[config.mk]
export PLATFORM = sky130hd
export DESIGN_NAME = demux_8_buffered
export DESIGN_NICKNAME = d
export VERILOG_FILES = /design/src/rtl/demux_8_buffered_pkg.sv /design/src/rtl/demux_channel.sv /design/src/rtl/demux_8_buffered.sv
export SDC_FILE = /design/constraint.sdc
export NUM_CORES = 1
export LEC_CHECK = 0
export ABC_AREA = 1
export ABC_CLOCK_PERIOD_IN_PS = 9840
export CAP_MARGIN = 20
export CORE_ASPECT_RATIO = 1.4
export CORE_MARGIN = 2
export CORE_UTILIZATION = 55
export CTS_CLUSTER_SIZE = 40
export DETAILED_ROUTE_END_ITERATION = 16
export DONT_BUFFER_PORTS = 1
export PLACE_DENSITY = 0.73
export SLEW_MARGIN = 25
export SYNTH_ARGS = -nofsm -noshare
export SYNTH_HDL_FRONTEND = slang
export SYNTH_SLANG_ARGS = --single-unit
export TNS_END_PERCENT = 30
[constraint.sdc]
create_clock -name clock -period 9.84 [get_ports clock]
set_clock_uncertainty 0.1 [all_clocks]
set_input_delay 1.476 -clock clock [delete_from_list [all_inputs] [get_ports clock]]
set_output_delay 1.476 -clock clock [all_outputs]
set_load 0.01 [all_outputs]
[src/rtl/demux_8_buffered_pkg.sv]
// demux_8_buffered_pkg: shared constants and the channel-select decoder for the buffered 8-way demux.
//   DEMUX_NUM_CH  number of output channels
//   DEMUX_SEL_W   width of the channel select
//   DEMUX_WIDTH   data width of the input word and each channel register
//   demux_decode  one-hot channel mask for a select, or all ones on broadcast
package demux_8_buffered_pkg;

    localparam int DEMUX_NUM_CH = 8;
    localparam int DEMUX_SEL_W  = 3;
    localparam int DEMUX_WIDTH  = 32;

    function automatic logic [DEMUX_NUM_CH-1:0] demux_decode(
        input logic [DEMUX_SEL_W-1:0] sel,
        input logic                   bcast
    );
        logic [DEMUX_NUM_CH-1:0] mask;
        mask      = '0;
        mask[sel] = 1'b1;
        return bcast ? {DEMUX_NUM_CH{1'b1}} : mask;
    endfunction

endpackage

[src/rtl/demux_channel.sv]
// demux_channel: one 1-deep output register with a valid/ready handshake.
//   clock        rising-edge clock
//   reset        asynchronous active-high clear of data and valid
//   load         write load_data this edge (only asserted by the top when free)
//   load_data    word to capture
//   drain_ready  consumer takes the held word this cycle
//   data         held word (kept after a drain)
//   valid        data holds an unconsumed word
//   free         channel is empty or draining this cycle
module demux_channel
    import demux_8_buffered_pkg::*;
#(
    parameter int WIDTH = DEMUX_WIDTH
) (
    input  logic             clock,
    input  logic             reset,
    input  logic             load,
    input  logic [WIDTH-1:0] load_data,
    input  logic             drain_ready,
    output logic [WIDTH-1:0] data,
    output logic             valid,
    output logic             free
);

    assign free = ~valid | drain_ready;

    // A load on the same edge as a drain wins, keeping valid high for full throughput.
    always_ff @(posedge clock or posedge reset) begin
        if (reset) begin
            data  <= '0;
            valid <= 1'b0;
        end else if (load) begin
            data  <= load_data;
            valid <= 1'b1;
        end else if (drain_ready) begin
            valid <= 1'b0;
        end
    end

endmodule

[src/rtl/demux_8_buffered.sv]
// demux_8_buffered: routes one word to one of eight buffered channels, or to all of them on broadcast.
//   clock       rising-edge clock
//   reset       asynchronous active-high clear of all state
//   in_data     word to route
//   in_select   destination channel index
//   in_bcast    write every channel, in_select ignored
//   in_valid    producer has a word
//   in_ready    word can be accepted this cycle (combinational from out_ready/select/bcast)
//   out0..out7  channel data registers
//   out_valid   per-channel unconsumed-word flags
//   out_ready   per-channel consumer take strobes
//   xfer_count  accepted input words, broadcast counts once, wraps
module demux_8_buffered
    import demux_8_buffered_pkg::*;
#(
    parameter int WIDTH  = DEMUX_WIDTH,
    parameter int NUM_CH = DEMUX_NUM_CH
) (
    input  logic                   clock,
    input  logic                   reset,
    input  logic [WIDTH-1:0]       in_data,
    input  logic [DEMUX_SEL_W-1:0] in_select,
    input  logic                   in_bcast,
    input  logic                   in_valid,
    output logic                   in_ready,
    output logic [WIDTH-1:0]       out0,
    output logic [WIDTH-1:0]       out1,
    output logic [WIDTH-1:0]       out2,
    output logic [WIDTH-1:0]       out3,
    output logic [WIDTH-1:0]       out4,
    output logic [WIDTH-1:0]       out5,
    output logic [WIDTH-1:0]       out6,
    output logic [WIDTH-1:0]       out7,
    output logic [NUM_CH-1:0]      out_valid,
    input  logic [NUM_CH-1:0]      out_ready,
    output logic [31:0]            xfer_count
);

    logic [NUM_CH-1:0] target;
    logic [NUM_CH-1:0] free;
    logic [NUM_CH-1:0] load;
    logic              accept;
    logic [WIDTH-1:0]  ch_data [NUM_CH];

    assign target   = demux_decode(in_select, in_bcast);
    // Broadcast needs every channel to take the word on the same edge.
    assign in_ready = in_bcast ? &free : free[in_select];
    assign accept   = in_valid & in_ready;
    assign load     = {NUM_CH{accept}} & target;

    for (genvar i = 0; i < NUM_CH; i++) begin : g_ch
        demux_channel #(.WIDTH(WIDTH)) u_ch (
            .clock       (clock),
            .reset       (reset),
            .load        (load[i]),
            .load_data   (in_data),
            .drain_ready (out_ready[i]),
            .data        (ch_data[i]),
            .valid       (out_valid[i]),
            .free        (free[i])
        );
    end

    assign out0 = ch_data[0];
    assign out1 = ch_data[1];
    assign out2 = ch_data[2];
    assign out3 = ch_data[3];
    assign out4 = ch_data[4];
    assign out5 = ch_data[5];
    assign out6 = ch_data[6];
    assign out7 = ch_data[7];

    always_ff @(posedge clock or posedge reset) begin
        if (reset) begin
            xfer_count <= '0;
        end else if (accept) begin
            xfer_count <= xfer_count + 32'd1;
        end
    end

endmodule

# ---- After elaboration in Yosys (flattened, before gate mapping)
# Cells that the tools add are included.
dict set report classes {
  n_addsub 1
  n_lt_le_gt_ge 2
  muxes 22
  bitwise 18
  reduce_logical 10
}
# cell n
set op_table {}
lappend op_table {{$add 32x1->32 const B} 1}
lappend op_table {{$mux 1} 19}
lappend op_table {{$reduce_bool 2->1} 8}
lappend op_table {{$and 8x8->8} 1}
lappend op_table {{$mux 8} 1}
lappend op_table {{$not 1->1} 8}
lappend op_table {{$or 1x1->1} 8}
lappend op_table {{$reduce_and 8->1} 1}
lappend op_table {{$lt 3x4->1 const B} 1}
lappend op_table {{$bmux 1 s3} 1}
lappend op_table {{$demux 1 s3} 1}
lappend op_table {{$ge 3x1->1 const B} 1}
lappend op_table {{$and 1x1->1} 1}
lappend op_table {{$logic_and 1x1->1} 1}
dict set report word_totals {
  regBits 296
  out_inout_bits 297
  wordCells 70
}

# ---- Longest topological paths before layout
# Gate-level depths: netlist (run 1).
dict set report logic_depth {
  depth_word 8
  depth_mapped 12
}

# ---- Cells and area by module
# A second synthesis (run 1) with hierarchy kept.
dict set report unflattened {
  hier_cells 1519
  area_unflattened_um2 13035.0
}
# mod n_inst cells_each area_per_inst_um2 seq_area_each_um2
set modules_own_cells {}
lappend modules_own_cells {demux_channel 8 141 1330.0 825.8}
lappend modules_own_cells {demux_8_buffered 1 391 2394.8 800.8}

# ---- Least setup slack after synthesis (run 1)
# No wires, ideal clock.
dict set report synth_path {
  kind {in2out}
  startpoint {input port in_select[0]}
  endpoint {output port in_ready}
  arrival_ns 2.413
  required_time_ns 8.264
  setup_slack_ns 5.851
  stages 10
  path_buffers 3
  cell_sequence {inv_2 > nor2_1 > nand2_1 > nand2_1 > nor2_1 > nand3_2 > nand2_2 > buf_6 > buf_8 > buf_6}
}
dict set report synth_via {
  elab_chain_len 3
}
# element line
set synth_lines {}
lappend synth_lines {{start, declared} demux_8_buffered.sv:22} ;# input logic [DEMUX_SEL_W-1:0] in_select,
lappend synth_lines {{$bmux 1 s3} demux_8_buffered.sv:47} ;# assign in_ready = in_bcast ? &free : free[in_select];
lappend synth_lines {{$mux 1 (implied by the code)} demux_8_buffered.sv:47}
lappend synth_lines {{$mux 1} demux_8_buffered.sv:47}
lappend synth_lines {{end, declared} demux_8_buffered.sv:25} ;# output logic in_ready,
# No other way between the ends. The select of a mux whose other input is x is not followed.

# ---- Worst setup path after layout (run 1)
dict set report layout_path {
  startpoint {input port out_ready[6]}
  endpoint {register g_ch[6].u_ch.data[25]}
}
dict set report layout_via {
  elab_chain_len 6
  word_cells_on_any_way 7
  cone_classes {mux (3); bitwise (3); reduce/logical (1)}
}
# element line
set layout_lines {}
lappend layout_lines {{start, declared} demux_8_buffered.sv:35} ;# input logic [NUM_CH-1:0] out_ready,
lappend layout_lines {{$or 1x1->1 *} demux_channel.sv:25} ;# assign free = ~valid | drain_ready;
lappend layout_lines {{$bmux 1 s3} demux_8_buffered.sv:47}
lappend layout_lines {{$mux 1 (implied by the code)} demux_8_buffered.sv:47}
lappend layout_lines {{$mux 1 *} demux_8_buffered.sv:47}
lappend layout_lines {{named net in_ready} demux_8_buffered.sv:25}
lappend layout_lines {{$and 1x1->1 *} demux_8_buffered.sv:48} ;# assign accept = in_valid & in_ready;
lappend layout_lines {{$and 8x8->8 *} demux_8_buffered.sv:49} ;# assign load = {NUM_CH{accept}} & target;
lappend layout_lines {{end signal, assigned} demux_channel.sv:33} ;# data <= load_data;
lappend layout_lines {{end, declared} demux_channel.sv:20} ;# output logic [WIDTH-1:0] data,
# Mark *: on every way through the listed nets, which the timed path passes. The rest lies on a longest branch. The select of a mux whose other input is x is not followed.
# A chain may end at the register's enable or synchronous reset.

==> results.cfg, run 1 <==
[cells_and_area]
fin_cells = 1810
area_delta_synth_final_pct = 4.35
multi_input_area_um2 = 5060
fillerInstances = 2095
drive_above_1_share_pct = 5.27
n_antenna_cell = 0
seq_area_um2 = 7410
fin_area_um2 = 14100
fin_nets = 1528

[floorplan]
initial_core_util_pct = 56.2
core-area_um2 = 24100
die_area_um2 = 25900
die-width_um = 137
pin_count = 344
die-height_um = 190
rows = 67

[setup_path]
required_ns = 10.16
cp_max_fo = 118
startpoint_type = input port
arrival_ns = 4.95
cp-end-kind = register
path_class = input port to register

[detailed_routing]
route.vias.total = 11300
routed_wl_mm = 42.0
ant_nets = 0
drt_first_iter_violations = 1147
drc = 0
viasPerCell = 6.25
avgRoutedWirePerCell_um = 23.2
firstDrtPassIters = 7

[global_routing]
grt_start_max_net_pins = 293
grt_pass1_vias = 10700
grt_pass1_wl_mm = 63.8
grtUsageTotal_pct = 31.9
grt-ovfl-total = 0
antenna_found_initial = 0

[synthesis]
synth-seq-area-share_pct = 54.8
synth.distinct_cells = 26
syn_inst = 1591
synth_seq_cells = 296
syn_nets = 1639
syn_avg_cell_area_um2 = 8.50
synth_area_um2 = 13500
synth_warnings = 0

[clock_network]
cts_setup_buffers = 0
cts_buffer_depth = 3
cts_tree = done
cts.sinks = 296
cts_buffers = 29
postCtsHoldBufs = 0
cts-root-buf = clkbuf_16
cts_max_level = 1
clk_latency_ns = 0.55
path_clk_slew_ns = 0.06
cts_resized = 0

[placed_design]
dpl.hpwl_mm = 26.1
dpl_cell_area_um2 = 13100
placedCellCount = 1759
portBuffers = 0
place.gp.congestion = 0.983

[sta]
worst_pin_slew_ns = 1.02
tns_ns = 0
finalSetupViolations = 0
period_share_pct = 47.0
max-slew-margin-rel_pct = 31.8
fmax_mhz = 216
drv_slew = 0
layout_min_cycle_time_ns = 4.62
finalHoldViolCount = 0
rsz0062_at_grt = false

[worst_hold_path]
hold_class = register to register

[job]
maxCapViolCount = 0

[outcome]
status = complete, no violations

[pwr]
power.density_nw_per_um2 = 250
peakVddDrop_mv = 0.148
cellLeakagePower_uw = 0.00718
==> cells in the final DEF (no fill, tap or decap) <==
cell type     n
bufinv_16     3
inv_1        41
nand4_1     259
o21ai_4       1
inv_8         1
nand2_8       1
xor2_1       11
nand2_1     684
dfrtp_1     296
buf_4        12
nor2_2        4
clkbuf_1      3
inv_2         1
nand3b_1      5
clkbuf_8      8
o21ai_0       9
nand2_4       1
nor3_1       17
xnor2_1       4
nand3_1      47
clkbuf_16    29
clkinv_2      5
buf_6         1
clkinvlp_4    2
nand2_2       1
nand3_2       8
nor2_1       44
inv_6         1
ha_1          1
==> routing by layer <==
metal,vias up,share of wire (%),track usage [%]
li1,5030,-,-
met1,5481,36,40.5
met2,665,48,50.9
met3,134,11,8.41
met4,0,5.0,14.9
met5,-,0,0
==> cells by family (layout without fill, tap and decap cells) <==
family                   after synthesis  after routing  synth area share, %
buffers and inverters                198            107                 8.12
AND/OR/NAND/NOR                     1071           1071                 35.7
flip-flops                           296            296                 54.8
adder cells (fa/ha/maj)                1              1               0.0925
AO/OA/AOI/OAI                         10             10                0.370
XOR/XNOR                              15             15                0.972
==> area by class of cell <==
class                   count  area share (%)
flip-flops and latches    296            52.5
multi-input cells        1097            35.9
repair buffers             13           0.718
well taps                 310            2.75
inverters                  43            1.20
clock inverters            11           0.984
clock buffers              40            6.00
==> power breakdown <==
| part | switching (uW) | internal [uW] |
|---|---|---|
| Clock | 469 | 677 |
| Sequential | 429 | 1500 |
| Combinational | 309 | 145 |
==> through the flow <==
stage	worst slack (ns)	hold WS [ns]	power (uW)	util, %
after floorplan	0.0882	0.387	2260	-
after global placement	4.92	0.425	2370	54.5
after detailed placement	4.83	0.429	2400	54.5
after CTS	5.38	0.445	3550	58.6
after global routing	5.07	0.462	3700	58.6
final	5.22	0.443	3530	58.6
==> state kept, by name, indices dropped and copies added (netlist names) <==
name             count
xfer_count          32
g_ch.u_ch.data     256
g_ch.u_ch.valid      8
==> cells in the mapped netlist, drive strengths merged <==
cell type  instances  area [um^2]
dfrtp            296         7410
nand3b             5         37.5
inv               43          161
nor2              48          190
ha                 1         12.5
clkbuf            82          348
xnor2              4         35.0
nand3             55          300
nor3              17         85.1
o21ai             10         50.0
buf               73          589
xor2              11         96.3
nand2            687         2590
nand4            259         1620
==> critical path: stages <==
cell and delay, ns:
inv_1 0.02, nand2_1 0.09, nand2_1 0.07, nor3_1 0.23, nand3_1 0.24, nand2_8 0.60
buf_4 0.80, nand3_2 0.97, nand2_1 0.28, nand2_1 0.08
==> final timing paths <==
path	from	to	slack, ns	depth (start not counted)
hold / removal	g_ch[5].u_ch.data[6]$_DFFE_PP0P_	g_ch[5].u_ch.data[6]$_DFFE_PP0P_	0.44	2
setup / recovery	out_ready[6]	g_ch[6].u_ch.data[25]$_DFFE_PP0P_	5.22	10
setup reg to reg	g_ch[6].u_ch.valid$_DFFE_PP0P_	g_ch[6].u_ch.data[25]$_DFFE_PP0P_	5.69	9
min in group asynchronous	reset	g_ch[3].u_ch.data[31]$_DFFE_PP0P_	0.77	1
hold reg to reg	g_ch[5].u_ch.data[6]$_DFFE_PP0P_	g_ch[5].u_ch.data[6]$_DFFE_PP0P_	0.44	2
max in group asynchronous	reset	g_ch[1].u_ch.data[0]$_DFFE_PP0P_	6.88	3
No activity file was read; power rests on OpenSTA's default activity.
==> run 2, diff against run 1 <==
Settings changed: ABC_CLOCK_PERIOD_IN_PS 9840 to 4700, PLACE_DENSITY 0.73 to 0.7.
Clock period 9.84 ns to 4.7 ns, I/O delays scaled along.
==> run 2 against run 1 <==
Compared with the run above:
- sequential power grew 110%
- utilization increased by 0.18 points
- flip-flop and latch count unchanged
- die area stayed put
- first-iteration DRC count shrank 8.5%
- worst hold slack got worse by 0.40 ns
- critical path type is now register to register
- critical endpoint is now g_ch[6].u_ch.data[18]$_DFFE_PP0P_
==> results.cfg, run 2 (synthesis gave the netlist of run 1 again) <==
[outcome]
status = complete, no violations

[sta]
fin_ws_ns = 1.47
fmax_mhz = 310
worst_pin_slew_ns = 1.01
max-slew-margin-rel_pct = 32.9
finalSetupViolations = 0
layout_min_cycle_time_ns = 3.23
finalHoldViolCount = 0
period_share_pct = 68.6
drv_slew = 0
rsz0062_at_grt = false
fin_hold_ws_ns = 0.0482

[clock_network]
postCtsHoldBufs = 0
cts_buffers = 29
path_clk_slew_ns = 0.06
cts_resized = 0
clk_latency_ns = 0.54
cts_tree = done
cts-root-buf = clkbuf_16
cts_buffer_depth = 3
cts_setup_buffers = 0
cts.sinks = 296
cts_max_level = 1

[detailed_routing]
avgRoutedWirePerCell_um = 23.0
firstDrtPassIters = 7
viasPerCell = 6.14
routed_wl_mm = 41.8
route.vias.total = 11100
ant_nets = 0
drc = 0
drt_first_iter_violations = 1049

[setup_path]
cp-end-kind = register
startpoint_type = register
critPathTopFamily = simple AND/OR/NAND/NOR gates
crit_chain = inv_1 > nor2_1 > inv_1 > nand2_1 > nor3_1 > nand3_1 > nand2_8 > nand3_2 > nand2_1 > nand2_1
slowest_stage = nand3_2
worstSetupPathDepth = 10
path_class = register to register
critPathMaxStageDelay_ns = 0.94
arrival_ns = 3.55
r2r_setup_slack_ns = 1.47
crit_path_frequent_cell = nand2_1
required_ns = 5.03
cp_max_fo = 107
cp_num_buf_inv = 2
rr_worst_depth = 10

[floorplan]
core-area_um2 = 24100
rows = 67
die_area_um2 = 25900
die-width_um = 137
die-height_um = 190
initial_core_util_pct = 56.2
pin_count = 344

[global_routing]
grt_start_max_net_pins = 293
grtUsageTotal_pct = 31.7
grt-ovfl-total = 0
antenna_found_initial = 0
grt_pass1_vias = 10700
grt_pass1_wl_mm = 63.7

[pwr]
cellLeakagePower_uw = 0.00720
finalPower_uw = 7430
power.density_nw_per_um2 = 525
peakVddDrop_mv = 0.321

[cells_and_area]
reg_top3 = g_ch.u_ch.data x256, xfer_count x32, g_ch.u_ch.valid x8
n_antenna_cell = 0
largest_reg_flops = 256
area_delta_synth_final_pct = 4.67
drive_above_1_share_pct = 5.39
mostFrequentLayoutCell = nand2_1
regMostFlops = g_ch.u_ch.data
fin_nets = 1529
final_cell_mix = nand2_1, dfrtp_1, nand4_1, nand3_1, nor2_1

[placed_design]
dpl.hpwl_mm = 25.8
portBuffers = 0
place.gp.congestion = 0.918
pre_cts_ws_ns = 1.32

[job]
maxCapViolCount = 0

[worst_hold_path]
hold_class = input port to asynchronous set/reset pin
[run 2: metal layers]
| layer | vias up | share of wire [%] | GRT usage [%] |
|---|---|---|---|
| met1 | 5360 | 38 | 40.7 |
| met5 | - | 0 | 0 |
| met4 | 0 | 5.3 | 14.5 |
| met3 | 134 | 9.6 | 7.87 |
| li1 | 5037 | - | - |
| met2 | 604 | 48 | 50.5 |
[run 2: power by group]
part           total [uW]  switching (uW)  internal, uW
clock network        2440             991          1450
logic                 954             646           309
registers            4040             895          3150
[run 2: stage by stage]
stage	instance area [um^2]	setup TNS, ns	util, %	cells
3_3_place_gp	13200	0	54.7	1760
2_1_floorplan	13500	-10.69	-	1591
3_5_place_dp	13200	0	54.7	1760
6_report	14200	0	58.8	1813
4_1_cts	14200	0	58.8	1813
5_1_grt	14200	0	58.8	1813
[run 2: worst paths after layout]
| check | start | to |
|---|---|---|
| worst max-delay path | g_ch[5].u_ch.valid$_DFFE_PP0P_ | g_ch[6].u_ch.data[18]$_DFFE_PP0P_ |
| worst min-delay path | reset | g_ch[7].u_ch.data[27]$_DFFE_PP0P_ |
| worst max register to register | g_ch[5].u_ch.valid$_DFFE_PP0P_ | g_ch[6].u_ch.data[18]$_DFFE_PP0P_ |
| worst min register to register | g_ch[3].u_ch.data[31]$_DFFE_PP0P_ | g_ch[3].u_ch.data[31]$_DFFE_PP0P_ |
| max in group asynchronous | reset | g_ch[3].u_ch.data[11]$_DFFE_PP0P_ |
| min in group clock | out_ready[7] | g_ch[7].u_ch.valid$_DFFE_PP0P_ |
[run 2: cell type report]
type                            instances  area [um^2]
Timing Repair Buffer                   14          130
Inverter                               43          165
Tap cell                              310          388
Multi-Input combinational cell       1097         5060
Fill cell                            2104         9910
Sequential cell                       296         7410
Clock buffer                           40          827
Clock inverter                         13          173
[run 2: worst register-to-register path: stages (launching register included)]
cell and delay, ns:
dfrtp_1 0.42, inv_1 0.07, nor2_1 0.05, inv_1 0.08, nand2_1 0.06, nor3_1 0.18
nand3_1 0.22, nand2_8 0.58, nand3_2 0.97, nand2_1 0.33, nand2_1 0.08
